$ cat src/rtl/coin_acceptor.sv
// coin_acceptor -- vending machine coin front end.
//   Synchronises and debounces the 5 Rs and 10 Rs sensors, turns each debounced
//   rising edge into a coin event, queues accepted coins in a small FIFO and
//   replays them to the vending FSM as single-cycle codes separated by idle gaps.
//
// Ports:
//   clk, rst         clock; asynchronous active-high reset
//   coin5_raw        raw 5 Rs sensor (asynchronous)
//   coin10_raw       raw 10 Rs sensor (asynchronous)
//   accept_en        1 = accept new coins, 0 = reject every new event
//   coin_code        registered code to vending FSM: 00 none, 01 5 Rs, 10 10 Rs
//   coin_reject      one-cycle pulse per rejected event (return-chute flap)
//   fifo_count       coins queued and not yet emitted
//   busy             FIFO non-empty or output FSM not idle
//   cnt5/cnt10/cnt_rej  saturating 8-bit statistics, present only when the
//                    macro COIN_ACCEPTOR_STATS_EN is defined

// Per-sensor conditioning: 2-flop synchroniser, debounce, rising-edge detect.
module coin_debounce #(
  parameter int DEB_CYCLES = 4
) (
  input  logic clk,
  input  logic rst,
  input  logic raw,
  output logic rise
);
  localparam int CW = $clog2(DEB_CYCLES + 1);

  logic          s1, s2, stable;
  logic [CW-1:0] cnt;
  logic          settle;

  // The counter is about to reach DEB_CYCLES: stable takes s2 at this edge.
  assign settle = (s2 != stable) && (cnt == CW'(DEB_CYCLES - 1));
  // The event is reported in the same cycle the stable flop is loaded with 1.
  assign rise   = settle && s2;

  always_ff @(posedge clk or posedge rst) begin
    if (rst) begin
      s1     <= 1'b0;
      s2     <= 1'b0;
      stable <= 1'b0;
      cnt    <= '0;
    end else begin
      s1 <= raw;
      s2 <= s1;
      if (s2 == stable) begin
        cnt <= '0;
      end else if (settle) begin
        stable <= s2;
        cnt    <= '0;
      end else begin
        cnt <= cnt + CW'(1);
      end
    end
  end
endmodule

module coin_acceptor #(
  parameter int DEB_CYCLES = 4,
  parameter int GAP        = 2,
  parameter int FIFO_DEPTH = 4
) (
  input  logic                          clk,
  input  logic                          rst,
  input  logic                          coin5_raw,
  input  logic                          coin10_raw,
  input  logic                          accept_en,
  output logic [1:0]                    coin_code,
  output logic                          coin_reject,
  output logic [$clog2(FIFO_DEPTH):0]   fifo_count,
  output logic                          busy
`ifdef COIN_ACCEPTOR_STATS_EN
  ,
  output logic [7:0]                    cnt5,
  output logic [7:0]                    cnt10,
  output logic [7:0]                    cnt_rej
`endif
);
  localparam int AW = $clog2(FIFO_DEPTH);
  localparam int CW = AW + 1;
  localparam int GW = (GAP > 1) ? $clog2(GAP + 1) : 1;

  typedef enum logic [1:0] {IDLE, EMIT, GAPS} state_t;

  // lane 0 = 5 Rs, lane 1 = 10 Rs
  logic [1:0] raw, rise;
  assign raw = {coin10_raw, coin5_raw};

  for (genvar i = 0; i < 2; i++) begin : g_sense
    coin_debounce #(.DEB_CYCLES(DEB_CYCLES)) u_deb (
      .clk  (clk),
      .rst  (rst),
      .raw  (raw[i]),
      .rise (rise[i])
    );
  end

  // ---------------- event resolution ----------------
  logic       full, one_evt, push, pop, rej;
  logic [1:0] push_code;

  // Full is taken from the registered count, i.e. before any same-cycle pop.
  assign full      = (fifo_count == CW'(FIFO_DEPTH));
  assign one_evt   = rise[0] ^ rise[1];
  assign push      = one_evt && accept_en && !full;
  assign rej       = (&rise) || (one_evt && (!accept_en || full));
  assign push_code = rise[1] ? 2'b10 : 2'b01;

  // ---------------- FIFO ----------------
  logic [1:0]    mem [FIFO_DEPTH];
  logic [AW-1:0] wr_ptr, rd_ptr;

  always_ff @(posedge clk) begin
    if (push) mem[wr_ptr] <= push_code;
  end

  always_ff @(posedge clk or posedge rst) begin
    if (rst) begin
      wr_ptr     <= '0;
      rd_ptr     <= '0;
      fifo_count <= '0;
    end else begin
      if (push) wr_ptr <= wr_ptr + AW'(1);
      if (pop)  rd_ptr <= rd_ptr + AW'(1);
      case ({push, pop})
        2'b10:   fifo_count <= fifo_count + CW'(1);
        2'b01:   fifo_count <= fifo_count - CW'(1);
        default: fifo_count <= fifo_count;
      endcase
    end
  end

  // ---------------- output FSM ----------------
  state_t        state, state_n;
  logic [1:0]    code_n;
  logic [GW-1:0] gap_cnt, gap_n;

  always_ff @(posedge clk or posedge rst) begin
    if (rst) begin
      state       <= IDLE;
      coin_code   <= 2'b00;
      gap_cnt     <= '0;
      coin_reject <= 1'b0;
    end else begin
      state       <= state_n;
      coin_code   <= code_n;
      gap_cnt     <= gap_n;
      coin_reject <= rej;
    end
  end

  always_comb begin
    state_n = state;
    code_n  = coin_code;
    gap_n   = gap_cnt;
    pop     = 1'b0;
    case (state)
      IDLE: begin
        code_n = 2'b00;
        if (fifo_count != '0) begin
          pop     = 1'b1;
          code_n  = mem[rd_ptr];
          state_n = EMIT;
        end
      end
      EMIT: begin
        code_n  = 2'b00;
        gap_n   = GW'(GAP - 1);
        state_n = GAPS;
      end
      GAPS: begin
        // Leave when the decrement lands on 0, so IDLE is the last idle
        // cycle and back-to-back codes see exactly GAP cycles of 00.
        code_n = 2'b00;
        if (gap_cnt <= GW'(1)) state_n = IDLE;
        else                   gap_n   = gap_cnt - GW'(1);
      end
      default: begin
        code_n  = 2'b00;
        state_n = IDLE;
      end
    endcase
  end

  assign busy = (fifo_count != '0) || (state != IDLE);

`ifdef COIN_ACCEPTOR_STATS_EN
  // ---------------- statistics ----------------
  always_ff @(posedge clk or posedge rst) begin
    if (rst) begin
      cnt5    <= '0;
      cnt10   <= '0;
      cnt_rej <= '0;
    end else begin
      if (push && rise[0] && cnt5  != 8'hff) cnt5    <= cnt5  + 8'd1;
      if (push && rise[1] && cnt10 != 8'hff) cnt10   <= cnt10 + 8'd1;
      if (rej && cnt_rej != 8'hff)           cnt_rej <= cnt_rej + 8'd1;
    end
  end
`endif
endmodule
$ cat config.mk
export PLATFORM = sky130hd
export DESIGN_NAME = coin_acceptor
export DESIGN_NICKNAME = d
export VERILOG_FILES = /design/src/rtl/coin_acceptor.sv
export SDC_FILE = /design/constraint.sdc
export NUM_CORES = 1
export LEC_CHECK = 0
export ABC_AREA = 1
export BUFFER_PORTS_ARGS = -buffer_cell sky130_fd_sc_hd__buf_4
export CAP_MARGIN = 20
export CORE_ASPECT_RATIO = 0.6
export CORE_MARGIN = 2
export CORE_UTILIZATION = 25
export CTS_CLUSTER_DIAMETER = 50
export DETAILED_ROUTE_END_ITERATION = 10
export GPL_TIMING_DRIVEN = 0
export PLACE_DENSITY_LB_ADDON = 0.05
export SLEW_MARGIN = 25
export SYNTH_ARGS = -nofsm -noshare
export SYNTH_HDL_FRONTEND = slang
export SYNTH_SLANG_ARGS = --single-unit
$ cat constraint.sdc
create_clock -name clk -period 2.6 [get_ports clk]
set_input_delay 0.26 -clock clk [delete_from_list [all_inputs] [get_ports clk]]
set_output_delay 0.26 -clock clk [all_outputs]
set_load 0.05 [all_outputs]
==> After elaboration in Yosys (flattened, before gate mapping) <==
Memories as Yosys holds them, arrays and structs flattened.
Index checks and enable logic that the tools add are counted.
{ "word_totals": {"register_bits": 26, "latch_bits": 0, "mem_bits_rw": 8, "romBits": 0, "in_bits": 5, "output_inout_bits": 7, "wordCells": 80, "memories": 1} }
{ "memory_table": {"columns": ["memory", "depth", "word_bits", "rd", "rd_clocked_by_memory_dff", "wr", "line_no", "source"], "rows": [
  ["mem", 4, 2, 1, 0, 1, "111", "logic [1:0] mem [FIFO_DEPTH];"]
]} }
{ "classes": {"addsub": 7, "multipliers": 0, "div": 0, "order_cmp": 1, "eq_ne": 14, "shift": 0, "n_mux": 17, "bitwise": 3, "n_reduce_logical": 22} }
{ "ops": {"columns": ["op", "count"], "rows": [
  ["$mux W2", 6],
  ["$mux W3", 4],
  ["$reduce_and A2 Y1", 5],
  ["$add A3 B1 Y3 const B", 3],
  ["$logic_and A1 B1 Y1", 7],
  ["$eq A3 B2 Y1 const B", 2],
  ["$ne A2 B2 Y1 const B", 3],
  ["$pmux W2 S3", 1],
  ["$pmux W3 S2", 1],
  ["$reduce_bool A2 Y1", 3],
  ["$add A2 B1 Y2 const B", 2],
  ["$eq A2 B1 Y1 const B", 2],
  ["$eq A2 B2 Y1 const B", 2],
  ["$mux W1", 4],
  ["$pmux W2 S2", 1],
  ["$eq A3 B3 Y1 const B", 1],
  ["$logic_or A1 B1 Y1", 3],
  ["$reduce_bool A3 Y1", 1],
  ["$sub A3 B1 Y3 const B", 1],
  ["$eq A1 B1 Y1", 2],
  ["$le A2 B1 Y1 const B", 1],
  ["$logic_not A1 Y1", 2],
  ["$logic_not A2 Y1", 1],
  ["$ne A1 B1 Y1", 2],
  ["other kinds (3)", 4]
]} }

==> Depth between registers and ports, before layout <==
Gate-level depths: netlist of run 1.
{ "depth": {"ltp_word": 8, "mapped_depth": 15, "ltp_nobuf": 15} }

==> Cells and area by module <==
Synthesis of run 1 repeated with hierarchy kept, for this count alone.
{ "unflattened": {"hier_cells": 174, "hier_area_um2": 1627.8} }
{ "modules_own_cells": {"columns": ["module", "n_inst", "cells_per_inst", "area_each_um2", "seq_area_each_um2"], "rows": [
  ["coin_acceptor", 1, 120, 1144.8, 590.6],
  ["coin_debounce", 2, 27, 241.5, 150.1]
]} }

==> Worst setup path before layout of run 1 <==
OpenSTA, ideal clock, no wires.
{ "synth_timing": {"path_type": "flip-flop to flip-flop", "startpoint": "reg g_sense[1].u_deb.cnt[0]", "endpoint": "reg fifo_count[2]", "setup_ns": 0.120, "arrival_ns": 2.241, "required_time_ns": 2.480, "slack_ns": 0.239, "stages_incl_launch_ff": 15, "cell_sequence": "dfrtp_1 > ha_1 > nand2_1 > inv_1 > nand3_1 > inv_1 > ha_1 > nand3_4 > ha_1 > inv_1 > fa_1 > nand2_1 > nand3_1 > nand2_1 > nand2_1"} }
{ "synth_via": {"elab_chain_cells": 8, "word_cells_on_any_way": 10, "cone_classes": "eq/ne: 3; mux: 1; bitwise: 1; reduce/logical: 5"} }
{ "synth_rtl": {"columns": ["item", "line_no", "source"], "rows": [
  ["start: declaration", "30", "logic [CW-1:0] cnt;"],
  ["start signal: assignment", "53", "cnt <= cnt + CW'(1);"],
  ["$eq A3 B2 Y1 *", "34", "assign settle = (s2 != stable) && (cnt == CW'(DEB_CYCLES - 1));"],
  ["$logic_and A1 B1 Y1 *", "34", null],
  ["$logic_and A1 B1 Y1 *", "36", "assign rise = settle && s2;"],
  ["net g_sense[1].u_deb.rise", "25", "output logic rise"],
  ["$xor A1 B1 Y1 *", "105", "assign one_evt = rise[0] ^ rise[1];"],
  ["$logic_and A1 B1 Y1 * (2 in series)", "106", "assign push = one_evt && accept_en && !full;"],
  ["$eq A2 B1 Y1 or $eq A2 B2 Y1 (tied branches)", "126", "case ({push, pop})"],
  ["$pmux W3 S2 or $reduce_bool A2 Y1 (tied branches)", null, null],
  ["end signal: assignment", "127", "2'b10: fifo_count <= fifo_count + CW'(1);"],
  ["end signal: assignment", "128", "2'b01: fifo_count <= fifo_count - CW'(1);"],
  ["end signal: assignment", "129", "default: fifo_count <= fifo_count;"],
  ["end: declaration", "71", "output logic [$clog2(FIFO_DEPTH):0] fifo_count,"]
]} }
Mark *: on every way through the listed nets, which the timed path passes. The rest lies on a longest branch.
A chain may end at the register's enable or synchronous reset.

==> Worst setup path after layout of run 1 <==
Same ends and word-level chain as after synthesis.

==> results_dict.tcl, run 1 <==
set metrics [dict create \
    status "finished, final reports clean" \
    fin_cells 262 \
    multi_input_area_um2 573 \
    postLayoutCellArea_um2 1900 \
    die-area_um2 7030 \
    routedWlPerCell_um 10.6 \
    ir_drop_mv 0.534 \
    finalHoldViolations 0 \
    place_inst 254 \
    power.leakage_nw 0.928 \
    fin_crit_sh_pct 91.5 \
    setup_viol 0 \
    port_buffers 11 \
    setup_tns_ns 0 \
    path_class "flop to flop" \
    postCtsHoldBufs 0 \
    vias 980 \
    synthesis.area_um2 1590 \
    grt_first_pass_wirelength_um 5060 \
    fill_cells 644 \
    ys_types 21 \
    worstPathArrival_ns 2.55 \
    yosysWarnings 0 \
    startpoint_type "flop" \
    antennaDiodeCount 0 \
    netlist_instances 159 \
    top_level_ports 12 \
    end_kind "flop" \
    clockBufferDepth 2 \
    max_stage_delay_ns 0.39 \
    ant_nets 0 \
    p_per_area_nw_per_um2 1120 \
    fin_nets 192 \
    fp.coreArea_um2 6140 \
    rows 22 \
    relSlewSlack_pct 60.0 \
    cts_tree "done" \
    setup_ws_ns 0.221 \
    required_ns 2.77 \
    antenna_found_initial 0 \
    drc 0 \
    viasPerCell 3.74 \
    synth_fp_nets 174 \
    clock_sinks 34 \
    syn_avg_cell_area_um2 9.99 \
    grt.overflow.total 0 \
    fin_skew_ns 0.00522 \
    cts.htree.levels 2 \
    cpMaxStageDelayCell "dfrtp_1" \
    fmax_mhz 420 \
    worstMarginPinSlew_ns 0.599 \
    die_h_um 65.8 \
    cap_violations 0 \
    yosysSeqAreaShare_pct 56.1 \
    drive_gt1_share_pct 25.3 \
    cts-root-buf "clkbuf_8" \
    min_path_type "primary input to async pin" \
    numCtsBuffers 5 \
    final_max_slew_viol_count 0 \
    clkTransAtPathRegs_ns 0.07 \
    critPathMostFrequentCell "nand2_1" \
    clock_latency_ns 0.28 \
    rsz0062_at_grt "no" \
    area_delta_synth_final_pct 19.3 \
    finish.utilization_pct 30.9 \
    gp_congestion 0.790 \
    post-place-ws_ns -0.112 \
    routed_wl_um 2780 \
    ys_ff_latch 34 \
    min_period_ns 2.38 \
    die_w_um 107 \
    worstPathMaxFanout 7 \
    grt_max_degree 27 \
    grt_usage_pct 9.73 \
    start_util_pct 25.9 \
    drt_iter0_drc 14 \
    placed_area_um2 1780 \
    seqCellArea_um2 891 \
    grt_pass1_vias 1018 \
    firstDrtPassIters 4 \
    path_cells "ha_1 -> nand2_1 -> inv_1 -> nand3_4 -> inv_4 -> ha_4 -> nand3_4 -> ha_1 -> inv_1 -> fa_1 -> nand2_1 -> nand3_1 -> nand2_1 -> nand2_1" \
    dp_hpwl_um 2030 \
]
## registers in the layout (all words and copies together), names as in the netlist
name,flops
coin_code,2
coin_reject,1
fifo_count,3
g_sense.u_deb.cnt,6
g_sense.u_deb.s1,2
g_sense.u_deb.s2,2
g_sense.u_deb.stable,2
gap_cnt,2
mem,8
rd_ptr,2
state,2
wr_ptr,2
## per-layer routing
metal | vias up | GRT usage (%) | routed length, um
li1 | 525 | - | -
met1 | 442 | 13.9 | 1590
met2 | 11 | 13.4 | 1070
met3 | 2 | 3.47 | 106
met4 | 0 | 3.41 | 19
met5 | - | 0 | 0
## cells in the mapped netlist, drive strengths merged
| library cell | count | area, um^2 |
|---|---|---|
| o21ai | 4 | 23.8 |
| ha | 9 | 113 |
| edfxtp | 8 | 240 |
| fa | 1 | 20.0 |
| inv | 38 | 143 |
| nor3 | 4 | 20.0 |
| nor2 | 9 | 51.3 |
| a21oi | 2 | 17.5 |
| dfrtp | 26 | 651 |
| nand3 | 13 | 95.1 |
| buf | 1 | 7.51 |
| xnor2 | 4 | 35.0 |
| nand2 | 36 | 148 |
| nand4 | 4 | 25.0 |
## cells by family after synthesis
family                     share of synthesized area [%]
and+or+nand+nor                                     21.3
adders and majority gates                           8.35
buffers and inverters                               9.45
DFF                                                 56.1
xor gates and xnor gates                            2.20
AOI/OAI and AO/OA                                   2.60
## cell usage in the layout (no fill, tap or decap), drive strengths merged
| cell type | instances |
|---|---|
| edfxtp | 8 |
| a21oi | 2 |
| ha | 9 |
| nand4 | 4 |
| nor2 | 9 |
| o21ai | 4 |
| buf | 12 |
| nand3 | 13 |
| clkbuf | 7 |
| inv | 38 |
| nor3 | 4 |
| dfrtp | 26 |
| fa | 1 |
| nand2 | 36 |
| clkinv | 1 |
| xnor2 | 4 |
## cell type report
cell class / count / share of cell area, %
Multi-Input combinational cell: 86 / 30.2
Clock inverter: 1 / 0.264
Buffer: 1 / 0.396
Tap cell: 84 / 5.54
Sequential cell: 34 / 47.0
Clock buffer: 7 / 4.55
Inverter: 38 / 7.66
Timing Repair Buffer: 11 / 4.36
## worst paths after layout
kind | from | end | slack [ns] | depth (start not counted)
worst max-delay path | g_sense[1].u_deb.cnt[0] | fifo_count[2] | 0.22 | 14
worst min-delay path | rst | gap_cnt[1] | 0.05 | 2
worst max register to register | g_sense[1].u_deb.cnt[0] | fifo_count[2] | 0.22 | 14
worst min register to register | g_sense[1].u_deb.s1 | g_sense[1].u_deb.s2 | 0.35 | 0
max in group asynchronous | rst | wr_ptr[0] | 2.16 | 2
min in group clk | coin10_raw | g_sense[1].u_deb.s1 | 0.08 | 1
## what timing repair did
item,CTS,global route
hold endpoints to repair,0,0
buffers inserted,0,0
endpoints found under the setup margin,2,2
gates resized for setup,2,4
## metrics by stage
stage / hold slack [ns] / power, mW
floorplan: 0.291 / 1.49
global placement: 0.332 / 1.69
detailed placement: 0.338 / 1.71
CTS: 0.0689 / 2.14
global route: 0.0664 / 2.33
finish: 0.0481 / 2.11
## power breakdown
part	switching, mW	internal (mW)	total, mW
logic	0.597	0.322	0.919
clock network	0.194	0.214	0.407
registers	0.104	0.683	0.787
total	0.895	1.22	2.11
## worst max-delay path: cells and delay by family (launching register included)
family        cells  cell delay [ns]
fa+ha+maj         4             1.03
buf+inv           3             0.22
flops             1             0.39
simple gates      7             0.64
Power figures use the tool's default switching activity.
==> inputs of run 2 (changes only) <==
Settings changed: ABC_AREA 1 to default.
==> results_dict.tcl, run 2 <==
set metrics [dict create \
    grt_first_pass_wirelength_um 4310 \
    vias 823 \
    top_level_ports 12 \
    startpoint_type "flop" \
    yosys-top-cells-count "26 x dfrtp_1, 11 x inv_1, 9 x ha_1" \
    cts.htree.levels 2 \
    drt_iter0_drc 27 \
    finalHoldViolations 0 \
    fmax_mhz 413 \
    start_util_pct 26.1 \
    p_per_area_nw_per_um2 1070 \
    dp_hpwl_um 1760 \
    grt_max_degree 27 \
    required_ns 2.81 \
    ir_drop_mv 0.300 \
    synthArstFlopShare_pct 76.5 \
    fin_skew_ns 0.00686 \
    finish.utilization_pct 32.3 \
    yosysMostFrequentCell "dfrtp_1" \
    min_period_ns 2.42 \
    cap_violations 0 \
    largest_reg_flops 8 \
    power.leakage_nw 0.780 \
    numCtsBuffers 5 \
    syn_avg_cell_area_um2 13.8 \
    post-place-ws_ns -0.171 \
    synth_fp_nets 121 \
    fin_worst_hold_slack_ns 0.0440 \
    routedWlPerCell_um 12.0 \
    fin_nets 144 \
    worstPathArrival_ns 2.63 \
    die-area_um2 6490 \
    ys.flop_type "dfrtp_1" \
    netlist_instances 106 \
    ys_types 29 \
    path_buf_inv 2 \
    synth_edf_count 8 \
    clock_sinks 34 \
    synth_top_area_share_pct 44.6 \
    min_path_type "primary input to async pin" \
    relSlewSlack_pct 60.9 \
    rsz0062_at_grt "no" \
    ys_top_cells_by_area "dfrtp_1 45%, edfxtp_1 16%, ha_1 7.7%, mux4_1 3.6%, xnor2_1 3.6%" \
    yosysSeqAreaShare_pct 61.0 \
    cp_top_family "adder cells" \
    ys_ff_latch 34 \
    gp_congestion 0.745 \
    worstPathMaxFanout 4 \
    antennaDiodeCount 0 \
    firstDrtPassIters 4 \
    antenna_found_initial 0 \
    final_max_slew_viol_count 0 \
    end_kind "flop" \
    die_w_um 103 \
    clock_latency_ns 0.28 \
    rows 21 \
    setup_viol 0 \
    final_cell_mix "26 x dfrtp_1, 16 x buf_4, 9 x inv_1" \
    ant_nets 0 \
    fin_crit_sh_pct 93.1 \
    p_total_mw 1.93 \
    clkTransAtPathRegs_ns 0.07 \
    cpMaxStageDelayCell "dfrtp_1" \
    viasPerCell 3.92 \
    grt_pass1_vias 874 \
    drc 0 \
    status "finished, final reports clean" \
    fin_cells 210 \
    drive_gt1_share_pct 26.9 \
    cts_tree "done" \
    die_h_um 63.2 \
    routed_wl_um 2520 \
    worstMarginPinSlew_ns 0.586 \
    synthesis.area_um2 1460 \
    grt.overflow.total 0 \
    layout_commonest_cell "dfrtp_1" \
    max_stage_delay_ns 0.39 \
    cts-root-buf "clkbuf_8" \
    top_regs "mem (8), g_sense.u_deb.cnt (6), fifo_count (3)" \
    place_inst 197 \
    clockBufferDepth 2 \
    grt_usage_pct 9.07 \
    path_cells "ha_1 -> nor2b_4 -> and3b_2 -> ha_4 -> o311a_4 -> inv_2 -> ha_2 -> inv_1 -> fa_2 -> xor2_1 -> nor2_1 -> xnor2_1" \
    top_register "mem" \
    synth_largest_area_cell "dfrtp_1" \
    fp.coreArea_um2 5600 \
    yosysWarnings 0 \
    port_buffers 11 \
    area_delta_synth_final_pct 23.7 \
    setup_ws_ns 0.178 \
    path_class "flop to flop" \
]
==> run 2: cell count changes after synthesis, moves of 4 or more <==
| cell | previous run | this run |
|---|---|---|
| inv_1 | 32 | 11 |
| nor2_2 | 7 | 0 |
| inv_2 | 6 | 0 |
| nand2_1 | 33 | 3 |
| nand3_1 | 10 | 1 |
| nand4_1 | 4 | 0 |
| and2_1 | 0 | 4 |
==> run 2: timing repair <==
item | in CTS | in global routing
hold buffers | 0 | 0
buffers inserted | 1 | 4
cloned | 0 | 0
resized for setup | 5 | 6
setup endpoints to repair | 2 | 2
pin swaps | 2 | 5
==> run 2: worst paths after layout <==
| path | startpoint | endpoint | slack (ns) | cells past startpoint |
|---|---|---|---|---|
| max | g_sense[0].u_deb.cnt[0] | fifo_count[2] | 0.18 | 12 |
| min | rst | fifo_count[0] | 0.04 | 2 |
| max reg2reg | g_sense[0].u_deb.cnt[0] | fifo_count[2] | 0.18 | 12 |
| min reg2reg | g_sense[0].u_deb.s1 | g_sense[0].u_deb.s2 | 0.35 | 0 |
| max in group asynchronous | rst | coin_code[1] | 2.17 | 2 |
| min in group clk | coin5_raw | g_sense[0].u_deb.s1 | 0.09 | 1 |
==> run 2: cell families (layout without fill, tap and decap cells) <==
| group | count (synthesis) | in the layout | synth area share [%] |
|---|---|---|---|
| compound gates | 8 | 8 | 4.37 |
| xor+xnor | 8 | 8 | 4.80 |
| fa+ha+maj | 10 | 10 | 9.08 |
| buf+inv | 11 | 35 | 2.83 |
| flops | 34 | 34 | 61.0 |
| mux | 5 | 5 | 5.83 |
| simple gates | 30 | 30 | 12.1 |
==> run 2: area by class of cell <==
type                            instances  area (um^2)
Timing Repair Buffer                   16          120
Clock buffer                            6         72.6
Sequential cell                        34          891
Multi-Input combinational cell         61          572
Fill cell                             558         3790
Inverter                               11         41.3
Tap cell                               80          100
Clock inverter                          2         8.76
==> run 2: routing by layer <==
| metal | vias to the layer above | track usage (%) | routed length, um |
|---|---|---|---|
| met3 | 4 | 4.00 | 101 |
| met2 | 12 | 12.3 | 1010 |
| met4 | 0 | 3.50 | 25 |
| met5 | - | 0 | 0 |
| met1 | 393 | 12.6 | 1390 |
| li1 | 414 | - | - |
==> run 2: through the flow <==
stage | cell area, um^2 | TNS (ns)
after floorplan | 1460 | 0
after global placement | 1640 | -0.229
after detailed placement | 1640 | -0.227
after CTS | 1760 | 0
after global routing | 1810 | 0
final | 1810 | 0
==> run 2: where the power goes <==
group / switching (mW) / internal (mW) / total (mW)
clock: 0.183 / 0.184 / 0.367
sequential: 0.130 / 0.684 / 0.814
combinational: 0.415 / 0.332 / 0.747
